$ cat config.mk
export PLATFORM = sky130hd
export DESIGN_NAME = hc_csr_bank_flat
export DESIGN_NICKNAME = d
export VERILOG_FILES = /design/src/rtl/hc_csr_bank_if.sv /design/src/rtl/hc_csr_bank.sv /design/src/flat_wrapper.sv
export SDC_FILE = /design/constraint.sdc
export NUM_CORES = 1
export LEC_CHECK = 0
export ABC_AREA = 0
export CAP_MARGIN = 30
export CORE_AREA = 2 2 239 241
export CTS_BUF_LIST = sky130_fd_sc_hd__clkbuf_4
export DETAILED_ROUTE_END_ITERATION = 8
export DIE_AREA = 0 0 241 243
export PLACE_DENSITY = 0.83
export SKIP_LAST_GASP = 1
export SYNTH_ARGS = -nofsm -noshare
export SYNTH_HDL_FRONTEND = slang
export SYNTH_SLANG_ARGS = --single-unit
export TNS_END_PERCENT = 100
$ cat constraint.sdc
create_clock -name clk -period 25.7 [get_ports clk]
set_input_delay 7.71 -clock clk [delete_from_list [all_inputs] [get_ports clk]]
set_output_delay 7.71 -clock clk [all_outputs]
set_load 0.02 [all_outputs]
$ cat src/rtl/hc_csr_bank_if.sv
// hc_csr_bank_if: CCI-P MMIO request (c0) and read-response (c2) signal bundle.
// The shim side drives requests as master; the CSR bank answers as slave.
interface hc_csr_bank_if;
    logic        mmio_wr_valid;
    logic        mmio_rd_valid;
    logic [15:0] mmio_addr;
    logic [1:0]  mmio_len;
    logic [8:0]  mmio_tid;
    logic [63:0] mmio_wr_data;
    logic        rsp_valid;
    logic [8:0]  rsp_tid;
    logic [63:0] rsp_data;

    modport master (
        output mmio_wr_valid, mmio_rd_valid, mmio_addr, mmio_len, mmio_tid, mmio_wr_data,
        input  rsp_valid, rsp_tid, rsp_data
    );

    modport slave (
        input  mmio_wr_valid, mmio_rd_valid, mmio_addr, mmio_len, mmio_tid, mmio_wr_data,
        output rsp_valid, rsp_tid, rsp_data
    );
endinterface

$ cat src/rtl/hc_csr_bank.sv
// hc_csr_bank: HardCloud MMIO CSR bank. Holds DSM base, control register and
// NUM_BUFFERS {address,size} descriptors, runs the AFU control FSM and answers
// MMIO reads one cycle after the request.
// Optional build macro HC_CSR_STATUS_EN: read-only status word at byte 0x100
// (FSM state in [1:0], saturating run-cycle counter in [63:32]).
module hc_csr_bank #(
    parameter int          NUM_BUFFERS = 4,
    parameter logic [15:0] BUF_BASE    = 16'h120,
    parameter logic [63:0] AFU_ID_L    = 64'h0,
    parameter logic [63:0] AFU_ID_H    = 64'h0
) (
    input  logic                      clk,
    input  logic                      SoftReset,
    hc_csr_bank_if.slave              mmio,
    output logic [63:0]               dsm_base,
    output logic [64*NUM_BUFFERS-1:0] buf_addr,
    output logic [32*NUM_BUFFERS-1:0] buf_size,
    output logic                      afu_reset,
    output logic                      start,
    output logic                      running,
    output logic                      stop,
    input  logic                      done
);

    typedef enum logic [1:0] {
        S_RST  = 2'd0,
        S_IDLE = 2'd1,
        S_RUN  = 2'd2,
        S_DONE = 2'd3
    } state_t;

    // Device feature header: AFU type, end-of-list set, no next feature.
    localparam logic [63:0] DFH_VALUE   = 64'h1000_0100_0000_0000;
    localparam logic [17:0] ADDR_DFH    = 18'h000;
    localparam logic [17:0] ADDR_ID_L   = 18'h008;
    localparam logic [17:0] ADDR_ID_H   = 18'h010;
    localparam logic [17:0] ADDR_STATUS = 18'h100;
    localparam logic [17:0] ADDR_DSM    = 18'h110;
    localparam logic [17:0] ADDR_CTRL   = 18'h118;
    localparam logic [17:0] DESC_BASE   = {2'b00, BUF_BASE};

    localparam logic [31:0] CTRL_RESET = 32'd0;
    localparam logic [31:0] CTRL_INIT  = 32'd1;
    localparam logic [31:0] CTRL_START = 32'd3;
    localparam logic [31:0] CTRL_STOP  = 32'd7;

    state_t      state_reg;
    logic        afu_reset_reg;
    logic        start_reg;
    logic        stop_reg;
    logic        running_reg;
    logic [31:0] ctrl_reg;
    logic [63:0] dsm_reg;

    logic        rsp_valid_reg;
    logic [8:0]  rsp_tid_reg;
    logic [63:0] rsp_data_reg;

    // Request decode: byte address of the enclosing qword plus which half is addressed.
    logic [17:0] qw_addr;
    logic        hi_half;
    logic        len_8b;
    logic        access_ok;
    logic        wr_fire;
    logic        ctrl_we;
    logic [31:0] ctrl_wdata;
    logic        go_run;
    logic        dsm_we;

    assign qw_addr    = {mmio.mmio_addr[15:1], 3'b000};
    assign hi_half    = mmio.mmio_addr[0];
    assign len_8b     = (mmio.mmio_len == 2'd1);
    // 8B accesses must be qword aligned; anything else is treated as unmapped.
    assign access_ok  = (mmio.mmio_len == 2'd0) || (len_8b && !hi_half);
    assign wr_fire    = mmio.mmio_wr_valid && access_ok;
    // Control lives in the low 32 bits only; a 4B write to its upper half is dropped.
    assign ctrl_we    = wr_fire && (qw_addr == ADDR_CTRL) && !hi_half;
    assign ctrl_wdata = mmio.mmio_wr_data[31:0];
    assign go_run     = ctrl_we && (ctrl_wdata == CTRL_START) &&
                        ((state_reg == S_IDLE) || (state_reg == S_DONE));
    assign dsm_we     = wr_fire && (qw_addr == ADDR_DSM) && !running_reg;

    // Apply an 8B write or a 4B write into the addressed half of a 64-bit register.
    function automatic logic [63:0] merge_write(input logic [63:0] old_value,
                                                input logic [63:0] wr_data,
                                                input logic        full,
                                                input logic        upper);
        if (full)
            return wr_data;
        else if (upper)
            return {wr_data[31:0], old_value[31:0]};
        else
            return {old_value[63:32], wr_data[31:0]};
    endfunction

    // Per-descriptor read contribution; zero unless that descriptor is addressed.
    logic [NUM_BUFFERS-1:0][63:0] desc_rd_data;

    generate
        for (genvar gi = 0; gi < NUM_BUFFERS; gi++) begin : g_desc
            localparam logic [17:0] ADDR_A = DESC_BASE + 18'(16 * gi);
            localparam logic [17:0] ADDR_S = ADDR_A + 18'd8;

            logic [63:0] addr_reg;
            logic [31:0] size_reg;
            logic        addr_hit;
            logic        size_hit;

            assign addr_hit = (qw_addr == ADDR_A);
            assign size_hit = (qw_addr == ADDR_S);

            // Descriptor registers, frozen while the datapath is running.
            always_ff @(posedge clk or posedge SoftReset) begin
                if (SoftReset) begin
                    addr_reg <= '0;
                    size_reg <= '0;
                end else if (wr_fire && !running_reg) begin
                    if (addr_hit)
                        addr_reg <= merge_write(addr_reg, mmio.mmio_wr_data, len_8b, hi_half);
                    if (size_hit && !hi_half)
                        size_reg <= mmio.mmio_wr_data[31:0];
                end
            end

            assign buf_addr[64*gi +: 64] = addr_reg;
            assign buf_size[32*gi +: 32] = size_reg;
            assign desc_rd_data[gi] = addr_hit ? addr_reg :
                                      size_hit ? {32'd0, size_reg} : 64'd0;
        end
    endgenerate

    logic [63:0] status_word;

`ifdef HC_CSR_STATUS_EN
    logic [31:0] cycle_cnt_reg;

    // Run-cycle counter: cleared on start, counts while running, saturates.
    always_ff @(posedge clk or posedge SoftReset) begin
        if (SoftReset)
            cycle_cnt_reg <= '0;
        else if (go_run)
            cycle_cnt_reg <= '0;
        else if ((state_reg == S_RUN) && (cycle_cnt_reg != 32'hFFFF_FFFF))
            cycle_cnt_reg <= cycle_cnt_reg + 32'd1;
    end

    assign status_word = {cycle_cnt_reg, 30'd0, 2'(state_reg)};
`else
    assign status_word = 64'd0;
`endif

    // DSM base register, frozen while the datapath is running.
    always_ff @(posedge clk or posedge SoftReset) begin
        if (SoftReset)
            dsm_reg <= '0;
        else if (dsm_we)
            dsm_reg <= merge_write(dsm_reg, mmio.mmio_wr_data, len_8b, hi_half);
    end

    // Control FSM with the control register and all FSM outputs registered.
    always_ff @(posedge clk or posedge SoftReset) begin
        if (SoftReset) begin
            state_reg     <= S_RST;
            ctrl_reg      <= '0;
            afu_reset_reg <= 1'b1;
            start_reg     <= 1'b0;
            stop_reg      <= 1'b0;
            running_reg   <= 1'b0;
        end else begin
            start_reg <= 1'b0;
            stop_reg  <= 1'b0;
            if (ctrl_we) begin
                // A control write in the same cycle as done wins over done.
                ctrl_reg <= ctrl_wdata;
                if (ctrl_wdata == CTRL_RESET) begin
                    state_reg     <= S_RST;
                    afu_reset_reg <= 1'b1;
                    running_reg   <= 1'b0;
                end else if ((ctrl_wdata == CTRL_INIT) && (state_reg == S_RST)) begin
                    state_reg     <= S_IDLE;
                    afu_reset_reg <= 1'b0;
                end else if (go_run) begin
                    state_reg   <= S_RUN;
                    running_reg <= 1'b1;
                    start_reg   <= 1'b1;
                end else if ((ctrl_wdata == CTRL_STOP) && (state_reg == S_RUN)) begin
                    state_reg   <= S_IDLE;
                    running_reg <= 1'b0;
                    stop_reg    <= 1'b1;
                end
            end else if (done && (state_reg == S_RUN)) begin
                state_reg   <= S_DONE;
                running_reg <= 1'b0;
            end
        end
    end

    // Read mux over the register map, using pre-write register values.
    logic [63:0] rd_qword;
    logic [63:0] rd_value;

    always_comb begin
        rd_qword = 64'd0;
        for (int i = 0; i < NUM_BUFFERS; i++)
            rd_qword = rd_qword | desc_rd_data[i];
        if (qw_addr == ADDR_DFH)
            rd_qword = DFH_VALUE;
        else if (qw_addr == ADDR_ID_L)
            rd_qword = AFU_ID_L;
        else if (qw_addr == ADDR_ID_H)
            rd_qword = AFU_ID_H;
        else if (qw_addr == ADDR_STATUS)
            rd_qword = status_word;
        else if (qw_addr == ADDR_DSM)
            rd_qword = dsm_reg;
        else if (qw_addr == ADDR_CTRL)
            rd_qword = {32'd0, ctrl_reg};

        rd_value = 64'd0;
        if (access_ok) begin
            if (len_8b)
                rd_value = rd_qword;
            else if (hi_half)
                rd_value = {32'd0, rd_qword[63:32]};
            else
                rd_value = {32'd0, rd_qword[31:0]};
        end
    end

    // Read response, returned exactly one cycle after the request.
    always_ff @(posedge clk or posedge SoftReset) begin
        if (SoftReset) begin
            rsp_valid_reg <= 1'b0;
            rsp_tid_reg   <= '0;
            rsp_data_reg  <= '0;
        end else begin
            rsp_valid_reg <= mmio.mmio_rd_valid;
            rsp_tid_reg   <= mmio.mmio_tid;
            if (mmio.mmio_rd_valid)
                rsp_data_reg <= rd_value;
        end
    end

    assign mmio.rsp_valid = rsp_valid_reg;
    assign mmio.rsp_tid   = rsp_tid_reg;
    assign mmio.rsp_data  = rsp_data_reg;
    assign dsm_base       = dsm_reg;
    assign afu_reset      = afu_reset_reg;
    assign start          = start_reg;
    assign stop           = stop_reg;
    assign running        = running_reg;

endmodule

$ cat src/flat_wrapper.sv
// flat-port wrapper written by rule: the top's interface ports become plain ports
module hc_csr_bank_flat 
#(
    parameter int          NUM_BUFFERS = 4,
    parameter logic [15:0] BUF_BASE    = 16'h120,
    parameter logic [63:0] AFU_ID_L    = 64'h0,
    parameter logic [63:0] AFU_ID_H    = 64'h0
)
  (clk, SoftReset, dsm_base, buf_addr, buf_size, afu_reset, start, running, stop, done, mmio_mmio_wr_valid, mmio_mmio_rd_valid, mmio_mmio_addr, mmio_mmio_len, mmio_mmio_tid, mmio_mmio_wr_data, mmio_rsp_valid, mmio_rsp_tid, mmio_rsp_data);
  hc_csr_bank_if mmio_i ();
  input  logic clk;
  input  logic SoftReset;
  output logic [63:0] dsm_base;
  output logic [64*NUM_BUFFERS-1:0] buf_addr;
  output logic [32*NUM_BUFFERS-1:0] buf_size;
  output logic afu_reset;
  output logic start;
  output logic running;
  output logic stop;
  input  logic done;
  input wire logic [$bits(mmio_i.mmio_wr_valid)-1:0] mmio_mmio_wr_valid;
  input wire logic [$bits(mmio_i.mmio_rd_valid)-1:0] mmio_mmio_rd_valid;
  input wire logic [$bits(mmio_i.mmio_addr)-1:0] mmio_mmio_addr;
  input wire logic [$bits(mmio_i.mmio_len)-1:0] mmio_mmio_len;
  input wire logic [$bits(mmio_i.mmio_tid)-1:0] mmio_mmio_tid;
  input wire logic [$bits(mmio_i.mmio_wr_data)-1:0] mmio_mmio_wr_data;
  output wire logic [$bits(mmio_i.rsp_valid)-1:0] mmio_rsp_valid;
  output wire logic [$bits(mmio_i.rsp_tid)-1:0] mmio_rsp_tid;
  output wire logic [$bits(mmio_i.rsp_data)-1:0] mmio_rsp_data;
  assign mmio_i.mmio_wr_valid = mmio_mmio_wr_valid;
  assign mmio_i.mmio_rd_valid = mmio_mmio_rd_valid;
  assign mmio_i.mmio_addr = mmio_mmio_addr;
  assign mmio_i.mmio_len = mmio_mmio_len;
  assign mmio_i.mmio_tid = mmio_mmio_tid;
  assign mmio_i.mmio_wr_data = mmio_mmio_wr_data;
  assign mmio_rsp_valid = mmio_i.rsp_valid;
  assign mmio_rsp_tid = mmio_i.rsp_tid;
  assign mmio_rsp_data = mmio_i.rsp_data;
  hc_csr_bank #(.NUM_BUFFERS(NUM_BUFFERS), .BUF_BASE(BUF_BASE), .AFU_ID_L(AFU_ID_L), .AFU_ID_H(AFU_ID_H)) u_core (.clk(clk), .SoftReset(SoftReset), .mmio(mmio_i), .dsm_base(dsm_base), .buf_addr(buf_addr), .buf_size(buf_size), .afu_reset(afu_reset), .start(start), .running(running), .stop(stop), .done(done));
endmodule
==> impl_metrics.py <==
metrics = {
    "synthesis": {
        "ys_seq_area_frac": 0.5577,
        "ys.flop_type": "sky130_fd_sc_hd__dfrtp_1",
        "synth_area_leader_cell": "sky130_fd_sc_hd__dfrtp_1",
        "synth_area_per_cell_um2": 11.23,
        "synth_warnings": 0,
        "synth.lib_cells_used.distinct": 74,
        "synth_edf_count": 0,
        "synth.net_count": 2334,
        "yosys-top-cells-area": "sky130_fd_sc_hd__dfrtp_1 (56%), sky130_fd_sc_hd__mux2_2 (13%), sky130_fd_sc_hd__a21oi_1 (3.8%)",
        "number_of_synthesized_register_bits": 560,
        "synth_async_sr_flop_share": 1.000,
        "post_synth_most_frequent_cells": "sky130_fd_sc_hd__dfrtp_1 (559), sky130_fd_sc_hd__mux2_2 (297), sky130_fd_sc_hd__nand2_1 (206), sky130_fd_sc_hd__a21oi_1 (191), sky130_fd_sc_hd__nor2_1 (183)",
        "syn_inst": 2238,
        "yosys.area.top_type_share": 0.5567,
        "synth_area_mm2": 0.02513,
        "post-synth-top-count-cell": "sky130_fd_sc_hd__dfrtp_1",
    },
    "critical_path": {
        "cp.required_ns": 26.63,
        "critPathBufInv": 2,
        "crit_arrival_ns": 11.52,
        "worst_setup_path_start_kind": "input pin",
        "worstPathCellList": "clkdlybuf4s50_1 > or4_2 > or4_4 > nor2_1 > buf_4 > a222oi_1 > and4_1 > o21bai_1",
        "cp_max_delay_cell": "sky130_fd_sc_hd__or4_2",
        "timing.critical_path.fanout_max": 27,
        "cp-end-kind": "flip-flop",
        "crit_path_max_incr_delay_ns": 1.13,
        "critical-path-top-delay-family": "simple AND/OR/NAND/NOR gates",
        "critPathKind": "in2reg",
    },
    "cells_and_area": {
        "n_fill_cell": 4526,
        "stdcell_count": 3752,
        "fin_area_mm2": 0.03408,
        "utilization": 0.6090,
        "nets": 2986,
        "largest_register_ff_count": 256,
        "area_growth_syn_to_layout_pct": 35.60,
        "post_route_cells_drive_above_1_share": 0.2169,
        "sequential_cell_area_in_the_final_layout_mm2": 0.01401,
        "multi_input_area_mm2": 0.01038,
    },
    "die": {
        "die_w_um": 241,
        "i_o_pin_total": 622,
        "placementRows": 87,
        "core-area_mm2": 0.05595,
        "floorplan.initialDensity": 0.4491,
        "die_height_um": 243,
        "fp.dieArea_mm2": 0.05856,
    },
    "placed_design": {
        "detailedPlacementHpwl_um": 80260,
        "place_congestion": 1.064,
        "place_inst": 3494,
        "detailedPlace.worstSlack_ns": 14.19,
        "dpl-instance-area_mm2": 0.03218,
        "port_buffers": 621,
    },
    "timing": {
        "report.final.setup_viol": 0,
        "holdWs_ns": 0.4689,
        "maxSlewViolCount": 0,
        "fin_tns_setup_ns": 0,
        "clock_skew_ns": 0.05158,
        "setup_ws_ns": 15.11,
        "maxClockFrequency_ghz": 0.09445,
        "relSlewSlack": 0.3048,
        "final-hold-violation-count": 0,
        "period_minus_slack_ns": 10.59,
        "worst-slew-pin-transition_ns": 1.037,
        "grt_setup_unrepaired": "false",
        "finalCritPeriodShare": 0.4120,
    },
    "global_route": {
        "first_pass_grt_wire_length_um": 162100,
        "grt-ovfl-total": 0,
        "via_count_of_the_first_global_routing_pass": 23255,
        "grt_antenna_before_repair": 12,
        "grt.total_usage": 0.3841,
        "grt_max_degree": 181,
    },
    "clocking": {
        "cts_tree": "yes",
        "clock_insertion_delay_at_the_later_pin_of_the_skew_report_ns": 1.03,
        "h-tree-depth": 4,
        "cts-hold-fix-buffers": 0,
        "ctsLongestPathBuffers": 3,
        "cts_setup_buffers": 0,
        "clock_tree.root_cell": "sky130_fd_sc_hd__clkbuf_4",
        "cts_made_buffers": 149,
        "postCtsResizedCells": 0,
        "total_number_of_clock_tree_sinks": 560,
        "worst_setup_hold_path_clk_slew_ns": 0.07,
    },
    "routing": {
        "dr.first_iter.drc_count": 3332,
        "viasPerCell": 6.257,
        "route.vias.total": 23478,
        "first_pass_iters": 9,
        "post_drt_wl_per_cell_um": 30.25,
        "drt_wl_total_um": 113500,
        "detail_route.drc_violations": 0,
        "ant_nets_after_route": 0,
    },
    "power_and_ir_drop": {
        "p_leak_nw": 15.31,
        "power.density_mw_per_mm2": 52.47,
        "fin_total_pwr_mw": 1.788,
        "vdd_drop_max_v": 0.00003204,
    },
    "min_path": {
        "min_path_type": "reg2reg",
    },
    "run_status": {
        "run_status": "complete, no violations",
    },
    "flow_run": {
        "max-cap-violations": 0,
    },
}
==> cells by family after synthesis <==
logic type                after synthesis  synth area share
muxes                                 306            0.1367
and+or+nand+nor                       606            0.1203
DFF                                   560            0.5577
xor gates and xnor gates                1         0.0003486
buffers and inverters                 199           0.03451
AOI/OAI and AO/OA                     566            0.1504
==> power breakdown <==
part	leakage (nW)	internal (mW)	switching, mW
clock network	1.10	0.417	0.381
registers	7.80	0.883	0.000666
logic	6.41	0.0290	0.0770
total	15.3	1.33	0.459
==> final timing paths <==
check	start	endpoint	slack (ns)	cells after the start
setup / recovery	mmio_mmio_addr[11]	u_core.mmio.rsp_data[20]$_DFFE_PP0P_	15.11	8
hold / removal	u_core.ctrl_reg[17]$_DFFE_PP0P_	u_core.ctrl_reg[17]$_DFFE_PP0P_	0.47	2
setup reg to reg	u_core.running$_DFFE_PP0P_	u_core.g_desc[2].size_reg[26]$_DFFE_PP0P_	23.30	7
hold reg to reg	u_core.ctrl_reg[17]$_DFFE_PP0P_	u_core.ctrl_reg[17]$_DFFE_PP0P_	0.47	2
max in group asynchronous	SoftReset	u_core.afu_reset$_DFFE_PP1P_	16.45	5
min in group asynchronous	SoftReset	u_core.dsm_base[59]$_DFFE_PP0P_	7.19	2
==> cells in the final DEF, fill, tap and decap left out, types with 9 or more instances in the layout <==
master and instances:
sky130_fd_sc_hd__a21oi_1 190, sky130_fd_sc_hd__a221oi_1 24, sky130_fd_sc_hd__a222oi_1 36, sky130_fd_sc_hd__a22o_1 27, sky130_fd_sc_hd__a22oi_1 61, sky130_fd_sc_hd__a31oi_1 13
sky130_fd_sc_hd__a32oi_1 10, sky130_fd_sc_hd__and3_1 53, sky130_fd_sc_hd__buf_4 55, sky130_fd_sc_hd__clkbuf_4 212, sky130_fd_sc_hd__clkdlybuf4s50_1 618, sky130_fd_sc_hd__clkinv_1 20
sky130_fd_sc_hd__dfrtp_1 559, sky130_fd_sc_hd__diode_2 9, sky130_fd_sc_hd__inv_1 12, sky130_fd_sc_hd__mux2_2 297, sky130_fd_sc_hd__mux2i_1 9, sky130_fd_sc_hd__nand2_1 205
sky130_fd_sc_hd__nand2b_1 16, sky130_fd_sc_hd__nand3_1 18, sky130_fd_sc_hd__nor2_1 183, sky130_fd_sc_hd__nor2b_1 18, sky130_fd_sc_hd__nor3_1 12, sky130_fd_sc_hd__nor4_1 15
sky130_fd_sc_hd__nor4_4 10, sky130_fd_sc_hd__o211ai_1 11, sky130_fd_sc_hd__o21ai_0 85, sky130_fd_sc_hd__o21ai_1 9, sky130_fd_sc_hd__o21bai_1 17, sky130_fd_sc_hd__o2bb2ai_1 37
sky130_fd_sc_hd__or2_2 9
==> metal layers <==
| layer | global-route usage | part of all wire |
|---|---|---|
| met1 | 0.4962 | 0.37 |
| met2 | 0.5466 | 0.43 |
| met3 | 0.1554 | 0.13 |
| met4 | 0.2126 | 0.059 |
| met5 | 0 | 0.00063 |
==> final cells by class <==
| class | count | area share |
|---|---|---|
| flip-flops and latches | 560 | 0.4113 |
| multi-input cells | 1479 | 0.3045 |
| repair buffers | 686 | 0.1995 |
| clock buffers | 212 | 0.04671 |
| well taps | 756 | 0.02776 |
| clock inverters | 36 | 0.007821 |
| inverters | 14 | 0.001763 |
| diodes | 9 | 0.0006609 |
==> worst min-delay path: cells and delay by family (launching register included) <==
family	cells	cell delay (ns)
flops	1	0.34
simple gates	2	0.10
(Power assumes the default switching activity.)
